==> src/rtl/bb_master.sv <==
`default_nettype none
// ==========================================================================
// bb_master : Blackbone bus initiator, FIFO-queued SETUP/ENABLE sequencer
// Rev 1.0
// ==========================================================================
module bb_master #(
  parameter int ADDR_W    = 8,
  parameter int DATA_W    = 32,
  parameter int CMD_DEPTH = 4
) (
  input  logic              mclk,
  input  logic              mrst,
  input  logic              cmd_valid,
  output logic              cmd_ready,
  input  logic              cmd_we,
  input  logic [ADDR_W-1:0] cmd_addr,
  input  logic [DATA_W-1:0] cmd_wdata,
  output logic              rsp_valid,
  output logic              rsp_we,
  output logic [ADDR_W-1:0] rsp_addr,
  output logic [DATA_W-1:0] rsp_rdata,
  output logic              busy,
  output logic [ADDR_W-1:0] per_addr,
  output logic              per_we,
  output logic              per_en,
  output logic [DATA_W-1:0] per_din,
  input  logic [DATA_W-1:0] per_dout
);

  localparam int PTR_W = $clog2(CMD_DEPTH);

  typedef enum logic [1:0] {
    IDLE    = 2'd0,
    SETUP   = 2'd1,
    ENABLE  = 2'd2,
    CAPTURE = 2'd3
  } state_t;

  state_t state;

  logic              fifo_we   [CMD_DEPTH];
  logic [ADDR_W-1:0] fifo_addr [CMD_DEPTH];
  logic [DATA_W-1:0] fifo_data [CMD_DEPTH];
  logic [PTR_W:0]    wr_ptr;
  logic [PTR_W:0]    rd_ptr;
  logic              empty;
  logic              full;
  logic              push;
  logic              pop;
  logic              head_we;
  logic [ADDR_W-1:0] head_addr;
  logic [DATA_W-1:0] head_data;

  assign empty     = (wr_ptr == rd_ptr);
  assign full      = (wr_ptr[PTR_W] != rd_ptr[PTR_W]) &&
                     (wr_ptr[PTR_W-1:0] == rd_ptr[PTR_W-1:0]);
  assign cmd_ready = !full;
  assign push      = cmd_valid && !full;
  // Head is consumed on the last edge of a transaction so the next SETUP follows without a gap.
  assign pop       = !empty && ((state == IDLE) ||
                                (state == ENABLE && per_we) ||
                                (state == CAPTURE));
  assign busy      = !empty || (state != IDLE);

  assign head_we   = fifo_we[rd_ptr[PTR_W-1:0]];
  assign head_addr = fifo_addr[rd_ptr[PTR_W-1:0]];
  assign head_data = fifo_data[rd_ptr[PTR_W-1:0]];

  always_ff @(posedge mclk) begin
    if (push) begin
      fifo_we[wr_ptr[PTR_W-1:0]]   <= cmd_we;
      fifo_addr[wr_ptr[PTR_W-1:0]] <= cmd_addr;
      fifo_data[wr_ptr[PTR_W-1:0]] <= cmd_wdata;
    end
  end

  always_ff @(posedge mclk or negedge mrst) begin
    if (!mrst) begin
      wr_ptr <= '0;
      rd_ptr <= '0;
    end else begin
      if (push) wr_ptr <= wr_ptr + 1'b1;
      if (pop)  rd_ptr <= rd_ptr + 1'b1;
    end
  end

  always_ff @(posedge mclk or negedge mrst) begin
    if (!mrst) begin
      state     <= IDLE;
      per_en    <= 1'b1;
      per_we    <= 1'b0;
      per_addr  <= '0;
      per_din   <= '0;
      rsp_valid <= 1'b0;
      rsp_we    <= 1'b0;
      rsp_addr  <= '0;
      rsp_rdata <= '0;
    end else begin
      rsp_valid <= 1'b0;
      per_en    <= 1'b1;
      case (state)
        SETUP: state <= ENABLE;
        ENABLE: begin
          if (per_we) begin
            rsp_valid <= 1'b1;
            rsp_we    <= 1'b1;
            rsp_addr  <= per_addr;
            rsp_rdata <= '0;
            state     <= IDLE;
          end else begin
            state <= CAPTURE;
          end
        end
        CAPTURE: begin
          rsp_valid <= 1'b1;
          rsp_we    <= 1'b0;
          rsp_addr  <= per_addr;
          rsp_rdata <= per_dout;
          state     <= IDLE;
        end
        default: state <= IDLE;
      endcase
      // A pop always starts a new SETUP; per_din keeps the last write value across reads.
      if (pop) begin
        state    <= SETUP;
        per_en   <= 1'b0;
        per_we   <= head_we;
        per_addr <= head_addr;
        if (head_we) per_din <= head_data;
      end
    end
  end

endmodule
`default_nettype wire

==> config.mk <==
export PLATFORM = sky130hd
export DESIGN_NAME = bb_master
export DESIGN_NICKNAME = d
export VERILOG_FILES = /design/src/rtl/bb_master.sv
export SDC_FILE = /design/constraint.sdc
export NUM_CORES = 1
export LEC_CHECK = 0
export ABC_AREA = 0
export BUFFER_PORTS_ARGS = -buffer_cell sky130_fd_sc_hd__buf_2
export CAP_MARGIN = 25
export CELL_PAD_IN_SITES_DETAIL_PLACEMENT = 2
export CELL_PAD_IN_SITES_GLOBAL_PLACEMENT = 2
export CORE_MARGIN = 4
export CORE_UTILIZATION = 40
export DETAILED_ROUTE_END_ITERATION = 16
export PLACE_DENSITY_LB_ADDON = 0.1
export SLEW_MARGIN = 20
export SYNTH_ARGS = -nofsm -noshare
export SYNTH_HDL_FRONTEND = slang
export SYNTH_SLANG_ARGS = --single-unit
export TNS_END_PERCENT = 50
==> constraint.sdc <==
create_clock -name mclk -period 3.05 [get_ports mclk]
set_input_delay 0.1525 -clock mclk [delete_from_list [all_inputs] [get_ports mclk]]
set_output_delay 0.1525 -clock mclk [all_outputs]
set_load 0.1 [all_outputs]
; Word-level counts from Yosys, hierarchy flattened
; Memories as Yosys holds them, arrays and structs flattened. A register that Yosys moved wholly into a read port is not among the register bits.
; Cells that the tools add are included.
[word_totals]
n_memories = 3
elab_cells = 51
inputBits = 76
out_inout_bits = 86
ff_bits = 52
mem_bits_rw = 164
[mem_list]
columns = memory, depth, word_bits, rd, rd_ports_with_merged_regs, wr, line_no
row1 = fifo_data, 4, 32, 1, 1, 1, 43  ; logic [DATA_W-1:0] fifo_data [CMD_DEPTH];
row2 = fifo_addr, 4, 8, 1, 1, 1, 42  ; logic [ADDR_W-1:0] fifo_addr [CMD_DEPTH];
row3 = fifo_we, 4, 1, 1, 0, 1, 41  ; logic fifo_we [CMD_DEPTH];
[op_classes]
n_addsub = 2
n_reduce_logical = 16
eq_ne = 7
n_mux = 14
[ops]
columns = cell, count
row1 = $pmux W32 S2, 1
row2 = $mux W32, 1
row3 = $pmux W8 S2, 1
row4 = $mux W8, 1
row5 = $add A3 B1 Y3 const B, 2
row6 = $mux W1, 5
row7 = $eq A2 B2 Y1 const B, 2
row8 = $logic_and A1 B1 Y1, 4
row9 = $logic_not A1 Y1, 4
row10 = $mux W2, 2
row11 = $pmux W1 S2, 2
row12 = $pmux W2 S2, 1
row13 = $reduce_and A2 Y1, 2
row14 = $reduce_bool A2 Y1, 2
row15 = $eq A3 B3 Y1, 1
row16 = $logic_or A1 B1 Y1, 3
row17 = $eq A2 B1 Y1 const B, 1
row18 = $eq A2 B2 Y1, 1
row19 = $logic_not A2 Y1, 1
row20 = $ne A2 B2 Y1 const B, 1
row21 = $ne A1 B1 Y1, 1

; Longest topological paths before layout
[depth]
depth_word = 6
depth_mapped = 7
mapped_depth_nobuf = 6

; Least setup slack after synthesis
; OpenSTA, ideal clock, no wires.
[synth_path]
path_kind = register -> register
from = reg rd_ptr[0]
to = mem fifo_addr[0][0], enable pin
setup_slack_ns = 0.575
stages_incl_launch_ff = 5
period_less_slack_ns = 2.475
required_time_ns = 2.648
t_arrival_ns = 2.072
path_cell_list = dfrtp_1 buf_6 xor2_2 o31a_1 and2_1
[synth_between]
elab_chain_len = 6
[synth_rtl]
columns = item, line_no
row1 = from (decl), 45  ; logic [PTR_W:0] rd_ptr;
row2 = from (signal assigned), 83  ; if (pop) rd_ptr <= rd_ptr + 1'b1;
row3 = $eq A2 B2 Y1, 56  ; (wr_ptr[PTR_W-1:0] == rd_ptr[PTR_W-1:0]);
row4 = $logic_and A1 B1 Y1, 55  ; assign full = (wr_ptr[PTR_W] != rd_ptr[PTR_W]) &&
row5 = $logic_not A1 Y1, 58  ; assign push = cmd_valid && !full;
row6 = $logic_and A1 B1 Y1, 58
row7 = $mux W1, 70  ; if (push) begin
row8 = $mux W1 (not written as such), 72  ; fifo_addr[wr_ptr[PTR_W-1:0]] <= cmd_addr;
row9 = to (decl), 42
; Every way passes these cells.

; Final worst setup path
[layout_path]
from = reg rd_ptr[1]
to = reg per_din[14], read port of fifo_data
[layout_between]
elab_chain_len = 4
elab_cells_between_ends = 5
[layout_rtl]
columns = item, line_no
row1 = $eq A3 B3 Y1, 54  ; assign empty = (wr_ptr == rd_ptr);
row2 = $logic_not A1 Y1, 60  ; assign pop = !empty && ((state == IDLE) ||
row3 = $logic_and A1 B1 Y1, 60
row4 = $reduce_and A2 Y1 (no source line), -
row5 = to (decl), 26  ; output logic [DATA_W-1:0] per_din,
; Several ways; a longest one is shown, not always the timed one.
; A chain may end at the register's enable or synchronous reset.

==> report_table.html <==
<table>
<tr><th>Metric</th><th>Value</th></tr>
<tr><th colspan="2">Run status</th></tr>
<tr><td>Run status</td><td>finished clean</td></tr>
<tr><th colspan="2">Clock network</th></tr>
<tr><td>Clock transition at the register clock pins on the worst setup and hold paths after CTS</td><td>about 60 ps</td></tr>
<tr><td>Post-CTS resize count</td><td>0</td></tr>
<tr><td>Total clock sinks</td><td>roughly 260</td></tr>
<tr><td>Number of levels the H-tree was split into</td><td>1</td></tr>
<tr><td>Insertion delay to the later sink of the worst-skew pair</td><td>530 ps</td></tr>
<tr><td>Cell at the root of the clock tree</td><td>sky130_fd_sc_hd__clkbuf_16</td></tr>
<tr><td>Number of buffers added by the clock tree synthesis step</td><td>29</td></tr>
<tr><td>Maximum buffer depth of the clock tree</td><td>3</td></tr>
<tr><td>Clock tree from TritonCTS</td><td>done</td></tr>
<tr><td># Post-CTS Setup Buffers</td><td>0</td></tr>
<tr><th colspan="2">Detailed routing</th></tr>
<tr><td>Wirelength, routed</td><td>roughly 23000 um</td></tr>
<tr><td>Pre-Repair DR Iteration Count</td><td>4</td></tr>
<tr><td>Remaining antenna violation count</td><td>0</td></tr>
<tr><td>Number of remaining DRC errors</td><td>0</td></tr>
<tr><td>1st-iter DRT viols</td><td>between 200 and 300</td></tr>
<tr><td>WL per Instance</td><td>~22 um</td></tr>
<tr><td>Vias/cell</td><td>4.94</td></tr>
<tr><td>Vias</td><td>between 5000 and 6000</td></tr>
<tr><th colspan="2">Yosys</th></tr>
<tr><td>Unique cell type count in the Yosys netlist</td><td>31</td></tr>
<tr><td>Number of standard cells after synthesis</td><td>approximately 450</td></tr>
<tr><td>Post-Synthesis Cell Area</td><td>9510 sq um</td></tr>
<tr><td>Post-synth top flop</td><td>sky130_fd_sc_hd__edfxtp_1</td></tr>
<tr><td>Register bit count reported by yosys</td><td>256</td></tr>
<tr><td>Post-synth EDFFs</td><td>164</td></tr>
<tr><td>Proportion of synthesized chip area in sequential cells</td><td>0.760</td></tr>
<tr><td>Synthesized netlist net count</td><td>~530</td></tr>
<tr><td>Ys async rst share</td><td>0.359</td></tr>
<tr><td>Total number of yosys warnings</td><td>0</td></tr>
<tr><td>Average size of a mapped cell</td><td>around 21 sq um</td></tr>
<tr><th colspan="2">Global route</th></tr>
<tr><td>Remaining global-route overflow</td><td>0</td></tr>
<tr><td>Wire length of the first global-routing pass</td><td>36100 um</td></tr>
<tr><td>Pin count of the biggest net entering global routing</td><td>a little over 60</td></tr>
<tr><td>Overall global routing resource usage</td><td>0.176</td></tr>
<tr><td>Via count of the first global-routing pass</td><td>6106</td></tr>
<tr><td>Initial antenna violation count</td><td>0</td></tr>
<tr><th colspan="2">STA</th></tr>
<tr><td>Slew at the pin closest to its max-slew limit</td><td>between 800 and 900 ps</td></tr>
<tr><td>Final critical path time including I/O delays and setup</td><td>between 2000 and 2500 ps</td></tr>
<tr><td>Final-layout setup total negative slack</td><td>0 ps</td></tr>
<tr><td>Total count of hold-check failures in the final report</td><td>0</td></tr>
<tr><td>Setup slack after layout</td><td>approximately 590 ps</td></tr>
<tr><td>Worst hold margin</td><td>65.9 ps</td></tr>
<tr><td>Final setup vio count</td><td>0</td></tr>
<tr><td>Unrepaired setup endpoints after global routing</td><td>false</td></tr>
<tr><td>Final worst-path cycle share</td><td>0.807</td></tr>
<tr><td>Max Slew Vio Count</td><td>0</td></tr>
<tr><td>Max_slew headroom</td><td>0.408</td></tr>
<tr><td>Clock skew</td><td>around 10 ps</td></tr>
<tr><td>Max frequency</td><td>0.406 GHz</td></tr>
<tr><th colspan="2">Floorplanning</th></tr>
<tr><td>Die ar.</td><td>between 20000 and 30000 sq um</td></tr>
<tr><td>CORE AREA</td><td>between 20000 and 25000 sq um</td></tr>
<tr><td>Height of the chip</td><td>roughly 160 um</td></tr>
<tr><td>Starting density of the core</td><td>0.406</td></tr>
<tr><td>Number of placement rows</td><td>56</td></tr>
<tr><td>Top-level I/O count</td><td>162</td></tr>
<tr><td>Width of the die</td><td>162 um</td></tr>
<tr><th colspan="2">Hold path</th></tr>
<tr><td>Hold-critical path depth</td><td>3</td></tr>
<tr><td>Sink of the worst hold path</td><td>wr_ptr[0]</td></tr>
<tr><td>Type of the worst min-delay path</td><td>input port to register</td></tr>
<tr><td>Source of the worst hold timing path</td><td>cmd_valid</td></tr>
<tr><th colspan="2">Setup path</th></tr>
<tr><td>Number of cells traversed by the worst register-to-register path</td><td>6</td></tr>
<tr><td>Origin of the worst setup path</td><td>rd_ptr[1]</td></tr>
<tr><td>Required time at the endpoint of the critical path</td><td>between 3000 and 4000 ps</td></tr>
<tr><td>Internal reg-to-reg setup slack</td><td>between 500 and 600 ps</td></tr>
<tr><td>Peak fanout along the critical path</td><td>43</td></tr>
<tr><td>WS Path Type</td><td>register to register</td></tr>
<tr><td>Category of the worst setup path launch point</td><td>register</td></tr>
<tr><td>Reg2reg end</td><td>per_din[14]</td></tr>
<tr><td>Worst endpoint data arrival time</td><td>~2900 ps</td></tr>
<tr><td>Startpoint of the worst-slack reg-to-reg timing path</td><td>rd_ptr[1]</td></tr>
<tr><td>Worst Setup End Kind</td><td>register</td></tr>
<tr><th colspan="2">Run</th></tr>
<tr><td>Max-capacitance violation count</td><td>0</td></tr>
<tr><th colspan="2">Placement</th></tr>
<tr><td>Post-Place Worst Slack</td><td>approximately 560 ps</td></tr>
<tr><td>Final estimated routing congestion in global placement</td><td>~0.72</td></tr>
<tr><td>Sum of net half-perimeters after detailed placement</td><td>about 13000 um</td></tr>
<tr><td>Port Buf Inserts</td><td>161</td></tr>
<tr><th colspan="2">Finish</th></tr>
<tr><td>Diode count</td><td>0</td></tr>
<tr><td>Layout area overhead</td><td>30.4%</td></tr>
<tr><td>Number of nets in the finished design</td><td>a little under 800</td></tr>
<tr><td>Share of final-layout standard cells stronger than drive strength 1</td><td>0.432</td></tr>
</table>
-- registers in the layout, indices dropped and copies added (netlist names), 3 cells and up --
| register | flops |
|---|---|
| fifo_data | 128 |
| fifo_we | 4 |
| rsp_addr | 8 |
| rd_ptr | 3 |
| rsp_rdata | 32 |
| per_addr | 8 |
| fifo_addr | 32 |
| wr_ptr | 3 |
| per_din | 32 |
-- worst max path at each step --
stage / depth (start not counted) / slack, ps / end
floorplan: 4 / 580 / fifo_addr[0][0]
global placement: 5 / 590 / per_din[27]
detailed placement: 6 / 560 / per_din[19]
CTS: 6 / 520 / per_din[14]
global route: 6 / 460 / per_din[14]
finish: 6 / 590 / per_din[14]
-- area by class of cell --
| class | instances | area (sq um) |
|---|---|---|
| clock buffer | 37 | 776 |
| clock inverter | 17 | 110 |
| fill | 2086 | 11000 |
| inverter | 6 | 22.5 |
| multi-input combinational | 164 | 2150 |
| sequential | 256 | 7230 |
| tap | 319 | 399 |
| timing repair buffer | 249 | 1710 |
-- synth_stat cells, types with 3 or more instances --
master                     count  area share
sky130_fd_sc_hd__edfxtp_1    164        0.52
sky130_fd_sc_hd__dfrtp_1      91        0.24
sky130_fd_sc_hd__mux2_2       43       0.051
sky130_fd_sc_hd__mux4_2       41       0.097
sky130_fd_sc_hd__a22o_1       32       0.029
sky130_fd_sc_hd__clkbuf_1     12      0.0047
sky130_fd_sc_hd__ha_1          9       0.012
sky130_fd_sc_hd__mux2_1        7      0.0083
sky130_fd_sc_hd__inv_1         6      0.0024
sky130_fd_sc_hd__buf_2         5      0.0026
sky130_fd_sc_hd__and2_1        4      0.0026
sky130_fd_sc_hd__buf_6         4      0.0047
sky130_fd_sc_hd__xnor2_1       4      0.0037
sky130_fd_sc_hd__nand2_1       3      0.0012
sky130_fd_sc_hd__o21ai_0       3      0.0016
-- critical path: stages, from the launching register on --
cell	delay (ps)
sky130_fd_sc_hd__dfrtp_2	380
sky130_fd_sc_hd__buf_4	570
sky130_fd_sc_hd__mux4_2	440
sky130_fd_sc_hd__o311ai_4	170
sky130_fd_sc_hd__buf_8	240
sky130_fd_sc_hd__buf_12	180
sky130_fd_sc_hd__mux2_1	350
-- layout by cell type, fill, tap and decap left out, types with 2 or more instances in the layout --
cell	synthesis	final
sky130_fd_sc_hd__dfrtp_1	91	89
sky130_fd_sc_hd__xor2_1	2	2
sky130_fd_sc_hd__mux2_2	43	43
sky130_fd_sc_hd__nand2_1	3	3
sky130_fd_sc_hd__edfxtp_1	164	164
sky130_fd_sc_hd__ha_1	9	9
sky130_fd_sc_hd__clkinv_2	0	12
sky130_fd_sc_hd__nor2_1	2	2
sky130_fd_sc_hd__dlygate4sd3_1	0	74
sky130_fd_sc_hd__mux2_1	7	7
sky130_fd_sc_hd__clkbuf_16	0	29
sky130_fd_sc_hd__clkbuf_8	0	2
sky130_fd_sc_hd__inv_1	6	6
sky130_fd_sc_hd__buf_4	1	10
sky130_fd_sc_hd__buf_2	5	160
sky130_fd_sc_hd__clkinv_1	0	3
sky130_fd_sc_hd__and2_2	0	3
sky130_fd_sc_hd__xor2_2	2	2
sky130_fd_sc_hd__buf_8	0	2
sky130_fd_sc_hd__a22o_1	32	32
sky130_fd_sc_hd__buf_12	0	3
sky130_fd_sc_hd__o21ai_0	3	3
sky130_fd_sc_hd__clkbuf_1	12	6
sky130_fd_sc_hd__mux4_2	41	41
sky130_fd_sc_hd__o31a_1	2	2
sky130_fd_sc_hd__xnor2_1	4	4
-- layer usage --
metal / vias up / track usage / wire length (um)
li1: 2305 / - / -
met1: 2691 / 0.230 / 9630
met2: 154 / 0.307 / 11500
met3: 25 / 0.0353 / 1210
met4: 0 / 0.0373 / 282
met5: - / 0 / 0
-- cell families (layout without fill, tap and decap cells) --
family,Yosys count,after routing,share of synthesized area
flops,256,256,0.760
compound gates,43,43,0.0399
xor+xnor,8,8,0.00895
simple gates,12,12,0.00645
fa+ha+maj,9,9,0.0118
buf+inv,28,309,0.0153
mux,92,92,0.157
-- per-stage QoR --
step           cells  area [sq um]   util
5_1_grt         1048         12400  0.530
3_5_place_dp     920         10800  0.460
2_1_floorplan    448          9510      -
4_1_cts         1048         12400  0.530
3_3_place_gp     918         10700  0.459
6_report        1048         12400  0.530
-- repair_timing --
| item | CTS | global route |
|---|---|---|
| hold buffers | 74 | 0 |
| hold endpoints to repair | 227 | 0 |
| endpoints found under the setup margin | 0 | 0 |
Power is left out: the tool's default activity adds up to more than one toggle a clock period on the data nets, which glitch-free logic cannot reach.
